## src/rtl/sysbus_arbiter_pkg.sv

```systemverilog
// Shared types and reset constants for the instruction/data system-bus arbiter.
package sysbus_arbiter_pkg;

  typedef enum logic [1:0] {
    StIdle,
    StBusy,
    StResp
  } arb_state_t;

  typedef enum logic {
    OwnerI = 1'b0,
    OwnerD = 1'b1
  } arb_owner_t;

  localparam arb_state_t  StateRst     = StIdle;
  localparam arb_owner_t  OwnerRst     = OwnerI;
  localparam arb_owner_t  LastOwnerRst = OwnerD;
  localparam logic [31:0] WordRst      = 32'h0;

  // On a tie the side that did not win last time gets the bus.
  function automatic arb_owner_t pick_owner(logic i_req, logic d_req, arb_owner_t last_owner);
    if (i_req && d_req) begin
      return (last_owner == OwnerD) ? OwnerI : OwnerD;
    end
    return i_req ? OwnerI : OwnerD;
  endfunction

endpackage

```

## src/rtl/bus_timeout.sv

```systemverilog
// Watchdog for a granted system-bus transfer; expires after TIMEOUT counted cycles.
module bus_timeout #(
  parameter int unsigned TIMEOUT = 256
) (
  input  logic clk,
  input  logic rst,
  input  logic clear,
  input  logic count_en,
  output logic expired
);

  localparam int unsigned CntW = (TIMEOUT > 1) ? $clog2(TIMEOUT) : 1;

  logic [CntW-1:0] count_q;

  // Fires during the TIMEOUT-th enabled cycle after a clear.
  assign expired = count_en && (count_q == CntW'(TIMEOUT - 1));

  always_ff @(posedge clk or negedge rst) begin
    if (!rst) begin
      count_q <= '0;
    end else if (clear) begin
      count_q <= '0;
    end else if (count_en && !expired) begin
      count_q <= count_q + 1'b1;
    end
  end

endmodule

```

## src/rtl/sysbus_arbiter.sv

```systemverilog
// Two-master (fetch/data) arbiter onto a single registered system bus.
// Optional transfer watchdog enabled by defining SYSBUS_ARB_TIMEOUT_EN.
module sysbus_arbiter
  import sysbus_arbiter_pkg::*;
#(
  parameter int unsigned TIMEOUT = 256
) (
  input  logic        clk,
  input  logic        rst,
  input  logic        i_req,
  input  logic [31:0] i_addr,
  output logic        i_ack,
  input  logic        d_req,
  input  logic        d_we,
  input  logic [31:0] d_addr,
  input  logic [31:0] d_wdata,
  input  logic [3:0]  d_wstrb,
  output logic        d_ack,
  output logic [31:0] rsp_rdata,
  output logic        rsp_err,
  output logic        m_req,
  output logic        m_we,
  output logic [31:0] m_addr,
  output logic [31:0] m_wdata,
  output logic [3:0]  m_wstrb,
  input  logic        m_ack,
  input  logic [31:0] m_rdata,
  input  logic        m_err
);

  if (TIMEOUT == 0) begin : g_timeout_check
    $error("TIMEOUT must be nonzero");
  end

  arb_state_t  state_q, state_d;
  arb_owner_t  owner_q, owner_d;
  arb_owner_t  last_owner_q, last_owner_d;
  arb_owner_t  grant;
  logic        grant_valid;
  logic        armed_q;
  logic        timeout_hit;

  logic        m_req_q, m_req_d;
  logic        m_we_q, m_we_d;
  logic [31:0] m_addr_q, m_addr_d;
  logic [31:0] m_wdata_q, m_wdata_d;
  logic [3:0]  m_wstrb_q, m_wstrb_d;
  logic [31:0] rdata_q, rdata_d;
  logic        err_q, err_d;

`ifdef SYSBUS_ARB_TIMEOUT_EN
  logic tmo_clear;
  logic tmo_busy;

  assign tmo_clear = grant_valid;
  assign tmo_busy  = (state_q == StBusy);

  bus_timeout #(
    .TIMEOUT(TIMEOUT)
  ) u_bus_timeout (
    .clk      (clk),
    .rst      (rst),
    .clear    (tmo_clear),
    .count_en (tmo_busy),
    .expired  (timeout_hit)
  );
`else
  assign timeout_hit = 1'b0;
`endif

  // Holds off the first grant until the second edge after reset release.
  assign grant_valid = (state_q == StIdle) && armed_q && (i_req || d_req);
  assign grant       = pick_owner(i_req, d_req, last_owner_q);

  always_comb begin
    state_d      = state_q;
    owner_d      = owner_q;
    last_owner_d = last_owner_q;
    m_req_d      = m_req_q;
    m_we_d       = m_we_q;
    m_addr_d     = m_addr_q;
    m_wdata_d    = m_wdata_q;
    m_wstrb_d    = m_wstrb_q;
    rdata_d      = rdata_q;
    err_d        = err_q;

    case (state_q)
      StIdle: begin
        if (grant_valid) begin
          owner_d      = grant;
          last_owner_d = grant;
          m_req_d      = 1'b1;
          state_d      = StBusy;
          if (grant == OwnerI) begin
            m_we_d    = 1'b0;
            m_addr_d  = i_addr;
            m_wdata_d = WordRst;
            m_wstrb_d = 4'h0;
          end else begin
            m_we_d    = d_we;
            m_addr_d  = d_addr;
            m_wdata_d = d_wdata;
            m_wstrb_d = d_wstrb;
          end
        end
      end
      StBusy: begin
        if (m_ack) begin
          rdata_d = m_rdata;
          err_d   = m_err;
          m_req_d = 1'b0;
          state_d = StResp;
        end else if (timeout_hit) begin
          rdata_d = WordRst;
          err_d   = 1'b1;
          m_req_d = 1'b0;
          state_d = StResp;
        end
      end
      StResp: begin
        rdata_d = WordRst;
        err_d   = 1'b0;
        state_d = StIdle;
      end
      default: state_d = StIdle;
    endcase
  end

  always_ff @(posedge clk or negedge rst) begin
    if (!rst) begin
      state_q      <= StateRst;
      owner_q      <= OwnerRst;
      last_owner_q <= LastOwnerRst;
      armed_q      <= 1'b0;
      m_req_q      <= 1'b0;
      m_we_q       <= 1'b0;
      m_addr_q     <= WordRst;
      m_wdata_q    <= WordRst;
      m_wstrb_q    <= 4'h0;
      rdata_q      <= WordRst;
      err_q        <= 1'b0;
    end else begin
      state_q      <= state_d;
      owner_q      <= owner_d;
      last_owner_q <= last_owner_d;
      armed_q      <= 1'b1;
      m_req_q      <= m_req_d;
      m_we_q       <= m_we_d;
      m_addr_q     <= m_addr_d;
      m_wdata_q    <= m_wdata_d;
      m_wstrb_q    <= m_wstrb_d;
      rdata_q      <= rdata_d;
      err_q        <= err_d;
    end
  end

  assign m_req   = m_req_q;
  assign m_we    = m_we_q;
  assign m_addr  = m_addr_q;
  assign m_wdata = m_wdata_q;
  assign m_wstrb = m_wstrb_q;

  // Response outputs are gated so they read zero whenever no ack is high.
  assign i_ack     = (state_q == StResp) && (owner_q == OwnerI);
  assign d_ack     = (state_q == StResp) && (owner_q == OwnerD);
  assign rsp_rdata = (state_q == StResp) ? rdata_q : WordRst;
  assign rsp_err   = (state_q == StResp) && err_q;

endmodule

```

## config.mk

```make
export PLATFORM = sky130hd
export DESIGN_NAME = sysbus_arbiter
export DESIGN_NICKNAME = d
export VERILOG_FILES = /design/src/rtl/sysbus_arbiter_pkg.sv /design/src/rtl/bus_timeout.sv /design/src/rtl/sysbus_arbiter.sv
export SDC_FILE = /design/constraint.sdc
export NUM_CORES = 1
export LEC_CHECK = 0
export CORE_UTILIZATION = 41
export CTS_CLUSTER_SIZE = 10
export DETAILED_ROUTE_END_ITERATION = 6
export HOLD_SLACK_MARGIN = 0.15
export PLACE_DENSITY_LB_ADDON = 0.15
export REMOVE_ABC_BUFFERS = 1
export SLEW_MARGIN = 20
export SYNTH_ARGS = -nofsm -noshare
export SYNTH_HDL_FRONTEND = slang
export SYNTH_HIERARCHICAL = 1
export SYNTH_SLANG_ARGS = --single-unit
```

## constraint.sdc

```tcl
create_clock -name clk -period 1.9 [get_ports clk]
set_input_delay 0.19 -clock clk [delete_from_list [all_inputs] [get_ports clk]]
set_output_delay 0.19 -clock clk [all_outputs]
set_load 0.01 [all_outputs]
```

After elaboration in Yosys (flattened, before gate mapping)
Cells that the tools add are included.
{"block": "op_classes", "bitwise": 1, "n_reduce_logical": 14, "n_eq_ne": 4, "muxes": 20}
{"cell": "32-bit 2-to-1 mux", "n": 4}
{"cell": "32-bit one-hot mux with 2 select lines", "n": 1}
{"cell": "1-bit 2-to-1 mux", "n": 9}
{"cell": "1-bit logical AND", "n": 6}
{"cell": "2-bit AND reduction", "n": 3}
{"cell": "2-bit 2-to-1 mux", "n": 2}
{"cell": "4-bit 2-to-1 mux", "n": 1}
{"cell": "2-bit != test (second input constant)", "n": 2}
{"cell": "1-bit one-hot mux with 2 select lines", "n": 2}
{"cell": "2-bit one-hot mux with 2 select lines", "n": 1}
{"cell": "2-bit nonzero test", "n": 2}
{"cell": "3-bit AND reduction", "n": 1}
{"cell": "2-bit by 1-bit equality test with 1-bit output (second input constant)", "n": 1}
{"cell": "2-bit equality test (second input constant)", "n": 1}
{"cell": "2-bit logical NOT", "n": 1}
{"cell": "1-bit logical OR", "n": 1}
{"cell": "1-bit inverter", "n": 1}
{"block": "totals", "out_inout_bits": 105, "in_bits": 139, "register_bits": 108, "word_cells": 50}

Logic depth before layout (Yosys ltp)
Gate-level depths: netlist (run 1).
{"block": "logic_depth", "word_depth": 5, "mapped_depth": 5, "mapped_depth_nobuf": 4}

Worst setup path before layout (run 1)
No wires, ideal clock.
{"block": "synth_timing", "path_kind": "reg-to-reg", "from": "reg state_q[1]", "to": "reg m_wdata_q[0], in the netlist m_wdata[0]", "setup_time_ns": 0.079, "period_less_slack_ns": 1.452, "setup_slack_ns": 0.448, "t_arrival_ns": 1.372, "path_stages_with_launch": 6, "n_path_buf": 2, "required_time_ns": 1.821, "cell_sequence": "dfrtp_1 > nor3b_4 > o21a_1 > buf_6 > buf_6 > mux2i_1"}
{"block": "synth_between", "elab_chain_len": 4}
{"item": "from (decl)", "line": "sysbus_arbiter.sv:35", "text": "arb_state_t state_q, state_d;"}
{"item": "from (signal assigned)", "line": "sysbus_arbiter.sv:131", "text": "state_q <= StateRst;"}
{"item": "from (signal assigned)", "line": "sysbus_arbiter.sv:143", "text": "state_q <= state_d;"}
{"item": "2-bit logical NOT *", "line": "sysbus_arbiter.sv:72, sysbus_arbiter.sv:87"}
{"item": "1-bit logical AND (2 in series)", "line": "sysbus_arbiter.sv:72", "text": "assign grant_valid = (state_q == StIdle) && armed_q && (i_req || d_req);"}
{"item": "2-bit AND reduction (no line) *"}
{"item": "to (signal assigned)", "line": "sysbus_arbiter.sv:138", "text": "m_wdata_q <= WordRst;"}
{"item": "to (signal assigned)", "line": "sysbus_arbiter.sv:150", "text": "m_wdata_q <= m_wdata_d;"}
{"item": "to (decl)", "line": "sysbus_arbiter.sv:46", "text": "logic [31:0] m_wdata_q, m_wdata_d;"}
Mark *: on every way between the ends. The rest lies on a longest branch, timed or not.
A chain may end at the register's enable or synchronous reset.

Worst setup path after layout (run 1)
{"block": "layout_timing", "from": "reg state_q[0]", "to": "reg m_wdata_q[1], in the netlist m_wdata[1]"}
Same word-level chain as after synthesis.

==> summary.md, run 1 <==
| Metric | Value |
|---|---|
| Pwr dens | `1150 mW/mm²` |
| Kind of critical path | `flip-flop to flip-flop` |
| Area post-placement | `0.00776 mm²` |
| Total vias in the final route | `approximately 4400` |
| Final wirelength | `14700 µm` |
| Die Area | `between 0.01 and 0.015 mm²` |
| Synth unique cells | `26` |
| Unrepaired setup endpoints after global routing | `false` |
| Vias in the first global route | `4600` |
| Wire per inst | `16.7 µm` |
| CTS max path bufs | `2` |
| Clk_lat worst skew | `~0.34 ns` |
| Worst-margin pin slew | `0.674 ns` |
| Hpwl dp | `10400 µm` |
| Period utilization | `88.5%` |
| RePlAce Congestion | `0.775` |
| Wire length of the first global-routing pass | `23300 µm` |
| VDD IR-drop max | `549 µV` |
| # DRC | `0` |
| PortBufs | `243` |
| Pre-antenna DRT Iters | `6` |
| Initial Util | `roughly 42%` |
| IO Count | `244` |
| Critical Path Source Type | `flip-flop` |
| Final hold vios | `0` |
| Vias per cell | `5.02` |
| Area contributors post-synth | `dfrtp_1, a2bb2oi_2, mux2i_1` |
| Rows | `40` |
| Clk pwr share | `19.8%` |
| Sw Ratio | `31.2%` |
| Setup violators final | `0` |
| Gr usage total | `23.1%` |
| Most frequent CP cell | `buf_4` |
| Max-cap violations | `0` |
| Initial antenna violation count | `0` |
| Req. time, crit path | `2.15 ns` |
| Worst reg2reg setup slack | `0.22 ns` |
| Chip height | `114 µm` |
| Comb pwr share | `40.3%` |
| Area Overhead vs Synth | `56.8%` |
| Ant diodes | `0` |
| Most common cell after layout, fill and taps aside | `clkdlybuf4s50_1` |
| Clk root buf | `clkbuf_16` |
| DRT iter0 DRCs | `268` |
| Cells after synthesis | `475` |
| Seq/Total Area, Yosys | `52.7%` |
| NumNets Final | `844` |
| Slew Limit Fails | `0` |
| WP buf/inv | `2` |
| Crit path max fanout | `19` |
| Yosys warns | `6` |
| Area leader, netlist | `dfrtp_1` |
| Int Pwr | `0.00634 W` |
| Syn avg cell area | `10.8 µm²` |
| Most frequent cells in the layout | `clkdlybuf4s50_1, dfrtp_1, nand2_1` |
| Max Clock Freq | `595 MHz` |
| Synthesized area | `0.00513 mm²` |
| Slowest CP cell | `dfrtp_2` |
| H-tree levels | `3` |
| Static Leak | `~3.6 nW` |
| Core Util, Final | `between 60% and 70%` |
| Worst setup EP type | `flip-flop` |
| TritonCTS Sinks | `108` |
| Share of the synthesized area in the top cell type | `52.2%` |
| GRT overflow | `0` |
| Core area | `0.0121 mm²` |
| Run status | `finished, final reports clean` |
| Hold crit path type | `input pin to asynchronous set/reset pin` |
| Synth Register Bits | `108` |
| Crit path cell chain | `buf_4, nor3b_4, o21a_4, buf_4, mux2i_1` |
| Clk_skew | `0.00539 ns` |
| TritonCTS clock tree | `built` |
| Rel. slew slack | `55.0%` |
| Share of cells above drive strength 1 | `10.2%` |
| Min Tclk post-route | `1.68 ns` |
| Fin area | `0.00804 mm²` |
| Max incr delay on CP | `0.42 ns` |
| Crit path max-delay family | `buffers and inverters` |
| Clock Pin Slew Worst Setup and Hold Paths | `0.07 ns` |
| Arr. time, crit path | `1.93 ns` |
| Psw | `0.00287 W` |
| Flop pwr share | `39.9%` |
| Inserted Clock Buffers | `9` |
| Antenna Violating Nets Remaining | `0` |
| Largest net degree at the start of global routing | `between 40 and 50` |
| Die W | `about 110 µm` |
==> power groups by stage <==
stage | clock network [W] | registers (W) | logic, W
finish | 0.00183 | 0.00368 | 0.00371
global placement | 0 | 0.00368 | 0.00368
floorplan | 0 | 0.00389 | 0.00149
CTS | 0.00189 | 0.00368 | 0.00376
global route | 0.00198 | 0.00379 | 0.00400
detailed placement | 0 | 0.00370 | 0.00376
==> layout make-up <==
class | instances | area [µm²]
clock buffer | 13 | 250
clock inverter | 2 | 35.0
fill | 993 | 4070
inverter | 39 | 146
multi-input combinational | 286 | 2080
sequential | 108 | 2710
tap | 168 | 210
timing repair buffer | 261 | 2610
==> stage by stage <==
stage               TNS [ns]  setup WS (ns)  power [W]  hold WS, ns  std cells
floorplan            -180.20          -2.57    0.00538       -0.106        433
global placement           0         0.0698    0.00736        0.151        859
detailed placement         0         0.0204    0.00746        0.164        859
CTS                        0          0.184    0.00933        0.365        877
global route               0          0.127    0.00976        0.376        877
finish                     0          0.219    0.00922        0.372        877
==> cell families (layout without fill, tap and decap cells) <==
kind of cell	Yosys count	in the layout	synth area share, %
and+or+nand+nor	142	142	13.6
DFF	108	108	52.7
AOI/OAI and AO/OA	106	106	19.2
buffers and inverters	81	315	7.15
muxes	37	37	7.22
other	1	1	0.0732
==> sequential cells by signal (all words and copies together), names as in the netlist <==
register and flops:
m_we 1, err_q 1, m_req 1, last_owner_q 1, state_q 2, m_wdata 32, m_addr 32, m_wstrb 4
owner_q 1, armed_q 1, rdata_q 32
==> synth_stat cells <==
master / instances
buf_6: 8
inv_1: 37
a21bo_2: 1
inv_2: 2
dfrtp_1: 107
o32ai_1: 32
clkbuf_1: 31
o21a_1: 3
nor2b_1: 2
or2_1: 1
nand3b_1: 2
nor2_1: 1
dfstp_2: 1
conb_1: 1
buf_1: 1
nor3b_4: 1
mux2i_1: 37
and2_1: 34
nand2_1: 66
a21o_1: 1
nand2b_1: 1
o21ai_0: 37
nor3b_1: 1
buf_2: 2
nand3_1: 33
a2bb2oi_2: 32
==> routing by layer <==
layer | wire (µm) | global-route usage, %
met2 | 7050 | 38.6
met3 | 1270 | 6.96
met4 | 360 | 9.87
met1 | 5990 | 27.7
met5 | 0 | 0
==> repair_timing <==
item / 4_1_cts / 5_1_grt
endpoints found under the setup margin: 34 / 0
endpoints found under the hold margin: 28 / 0
resized for setup: 38 / 0
setup buffers: 2 / 0
hold buffers: 1 / 0
==> worst register-to-register path, cell delays in order (launching register included) <==
cell	delay [ns]
dfrtp_2	0.42
buf_4	0.15
nor3b_4	0.27
o21a_4	0.21
buf_4	0.31
mux2i_1	0.24
==> final timing paths <==
check,start,end,cells past startpoint
max reg2reg,state_q[0]$_DFFE_PN0P_,m_wdata[1]$_DFFE_PN0P_,5
min reg2reg,rdata_q[27]$_DFFE_PN0P_,rdata_q[27]$_DFFE_PN0P_,2
max in group asynchronous,rst,m_addr[12]$_DFFE_PN0P_,3
min in group clk,m_rdata[11],rdata_q[11]$_DFFE_PN0P_,3
min,rst,m_req$_DFFE_PN0P_,2
max,state_q[0]$_DFFE_PN0P_,m_wdata[1]$_DFFE_PN0P_,5
No activity file was read; power rests on OpenSTA's default activity.
==> run 2, diff against run 1 <==
CORE_UTILIZATION = 45   (was 41)
RECOVER_POWER = 25   (was not set)
clock period = 2.12 ns   (was 1.9 ns; I/O delays follow)
==> summary.md, run 2 (synthesized netlist as in run 1, its figures left out) <==
| Metric | Value |
|---|---|
| Run status | `finished, final reports clean` |
| Final Non-Filler Cells | `847 (-3.4%)` |
| NumNets Final | `842 (-0.24%)` |
| Largest net degree at the start of global routing | `56 (+27%)` |
| Slowest CP cell | `clkdlybuf4s50_1` |
| Antenna Violating Nets Remaining | `0 (unchanged)` |
| Crit path max fanout | `17 (-2)` |
| Final wirelength | `15200 µm (+3.4%)` |
| RR Startpoint | `last_owner_q$_DFFE_PN1P_` |
| Max-cap violations | `0 (unchanged)` |
| Die Area | `0.0118 mm² (-8.7%)` |
| Wire length of the first global-routing pass | `23700 µm (+1.6%)` |
| Max incr delay on CP | `0.55 ns (+0.13 ns)` |
| Vias in the first global route | `4743 (+3.1%)` |
| WHS Path Cells | `3` |
| Die W | `109 µm (-4.5%)` |
| Ant diodes | `0 (unchanged)` |
| Gr usage total | `26.3% (+3.2 points)` |
| Crit path cell chain | `nor2b_4, buf_6, and2_1, clkdlybuf4s50_1` |
| Worst setup EP type | `output port` |
| Static Leak | `3.37 nW (-5.2%)` |
| Setup violators final | `0 (unchanged)` |
| Slew Limit Fails | `0 (unchanged)` |
| Unrepaired setup endpoints after global routing | `false` |
| GRT overflow | `0 (unchanged)` |
| CP Capture Point | `rsp_err` |
| Min Tclk post-route | `a little over 2 ns` |
| Clock Pin Slew Worst Setup and Hold Paths | `0.07 ns (about the same)` |
| Initial antenna violation count | `0 (unchanged)` |
| CTS max path bufs | `2 (unchanged)` |
| Worst-margin pin slew | `1.11 ns (+0.435 ns)` |
| Critical Path Source Type | `flip-flop` |
| Worst reg2reg setup slack | `0.42 ns (+0.20 ns)` |
| Final hold vios | `0 (unchanged)` |
| Critical R2R Capture | `m_addr[28]$_DFFE_PN0P_` |
| Share of cells above drive strength 1 | `10.2% (+0.029 points)` |
| Clk_lat worst skew | `0.34 ns (about the same)` |
| Clk root buf | `clkbuf_16` |
| Req. time, crit path | `1.91 ns (-0.24 ns)` |
| IO Count | `244 (unchanged)` |
| Cells after DPL | `830 (-3.4%)` |
| WP buf/inv | `2 (unchanged)` |
| Chip height | `109 µm (-4.5%)` |
| Setup crit start | `state_q[1]$_DFFE_PN0P_` |
| Crit path max-delay family | `buffers and inverters` |
| Vias per cell | `5.31 (+5.8%)` |
| Clk_skew | `0.00477 ns (-0.000623 ns)` |
| Period utilization | `between 90% and 100%` |
| Hold crit path type | `input pin to flip-flop` |
| Hpwl dp | `10800 µm (+3.3%)` |
| Kind of critical path | `flip-flop to output port` |
| Most frequent cells in the layout | `clkdlybuf4s50_1, dfrtp_1, nand2_1` |
| Cell depth of the worst setup path | `4 (-1)` |
| # DRC | `0 (unchanged)` |
| DRT iter0 DRCs | `296 (+10%)` |
| Area Overhead vs Synth | `56.2%` |
| Rows | `38 (-5.0%)` |
| Initial Util | `46.7% (+4.3 points)` |
| H-tree levels | `3 (unchanged)` |
| VDD IR-drop max | `543 µV (-1.1%)` |
| Max Clock Freq | `493 MHz` |
| Total vias in the final route | `4500 (+2.2%)` |
| Most common cell after layout, fill and taps aside | `clkdlybuf4s50_1` |
| Total power | `0.00822 W (-11%)` |
| Arr. time, crit path | `1.82 ns (-0.11 ns)` |
| Rel. slew slack | `26.1% (-29 points)` |
| Hold Slack | `0.404 ns (+0.0314 ns)` |
| RePlAce Congestion | `0.790 (+1.9%)` |
| Wire per inst | `17.9 µm (+7.1%)` |
| Core area | `0.0110 mm² (-9.3%)` |
| TritonCTS Sinks | `108 (unchanged)` |
| Pre-antenna DRT Iters | `6 (unchanged)` |
| TritonCTS clock tree | `built` |
| PortBufs | `243 (unchanged)` |
| Inserted Clock Buffers | `9 (unchanged)` |
| Cells on worst reg2reg path | `3 (-2)` |
| Pwr dens | `1030 mW/mm² (-10%)` |
[run 2: cell types whose count changed in the layout (fill, tap and decap cells not counted), sizes merged]
cell and delta:
clkinvlp +1, clkinv +2, dlygate4sd2 -35, clkdlybuf4s50 +35, buf -4, bufinv -1
[run 2: area by class of cell]
class	count	area (µm²)
fillers	827	2970
clock buffers	11	243
well taps	140	175
clock inverters	4	26.3
multi-input cells	286	2080
repair buffers	259	2630
flip-flops and latches	108	2710
inverters	39	146
[run 2: worst min path at each step]
stage / to / startpoint
after global routing: rdata_q[19]$_DFFE_PN0P_ / m_rdata[19]
after global placement: rdata_q[12]$_DFFE_PN0P_ / rst
final: rdata_q[29]$_DFFE_PN0P_ / m_rdata[29]
after detailed placement: rdata_q[12]$_DFFE_PN0P_ / rst
after floorplan: armed_q$_DFF_PN0_ / rst
after CTS: rdata_q[29]$_DFFE_PN0P_ / m_rdata[29]
[run 2: worst min-delay path, stage by stage]
cell             delay [ns]
clkdlybuf4s50_1        0.39
nand2_1                0.06
nand2_1                0.04
[run 2: metal layers]
| metal | vias up | global-route usage [%] | share of wire (%) | wire (µm) |
|---|---|---|---|---|
| met1 | 2201 | 30.3 | 37 | 5680 |
| met3 | 21 | 7.95 | 8.7 | 1330 |
| met4 | 0 | 10.1 | 2.3 | 346 |
| met2 | 189 | 45.9 | 52 | 7810 |
| li1 | 2089 | - | - | - |
| met5 | - | 0 | 0 | 0 |
[run 2: power by group]
group	switching [W]	internal, W	leakage (nW)
Clock	0.000713	0.000821	0.131
Combinational	0.00143	0.00194	1.94
Sequential	0.000485	0.00283	1.30
[run 2: timing repair]
| item | 4_1_cts | 5_1_grt |
|---|---|---|
| resized for setup | 1 | 7 |
| cloned | 0 | 1 |
| buffers inserted | 0 | 0 |
| endpoints found under the hold margin | 41 | 0 |
| hold buffers | 1 | 0 |
| endpoints found under the setup margin | 26 | 34 |
[run 2: through the flow]
stage                     setup slack (ns)  cell area, µm²  TNS (ns)  utilization (%)
final                               0.0916            8010         0             72.9
after global routing                0.0138            8010         0             72.9
after CTS                          0.00177            8000         0             72.9
after detailed placement             0.186            7720         0             70.3
after global placement               0.293            7720         0             70.3
after floorplan                      -2.35            4910   -163.31                -
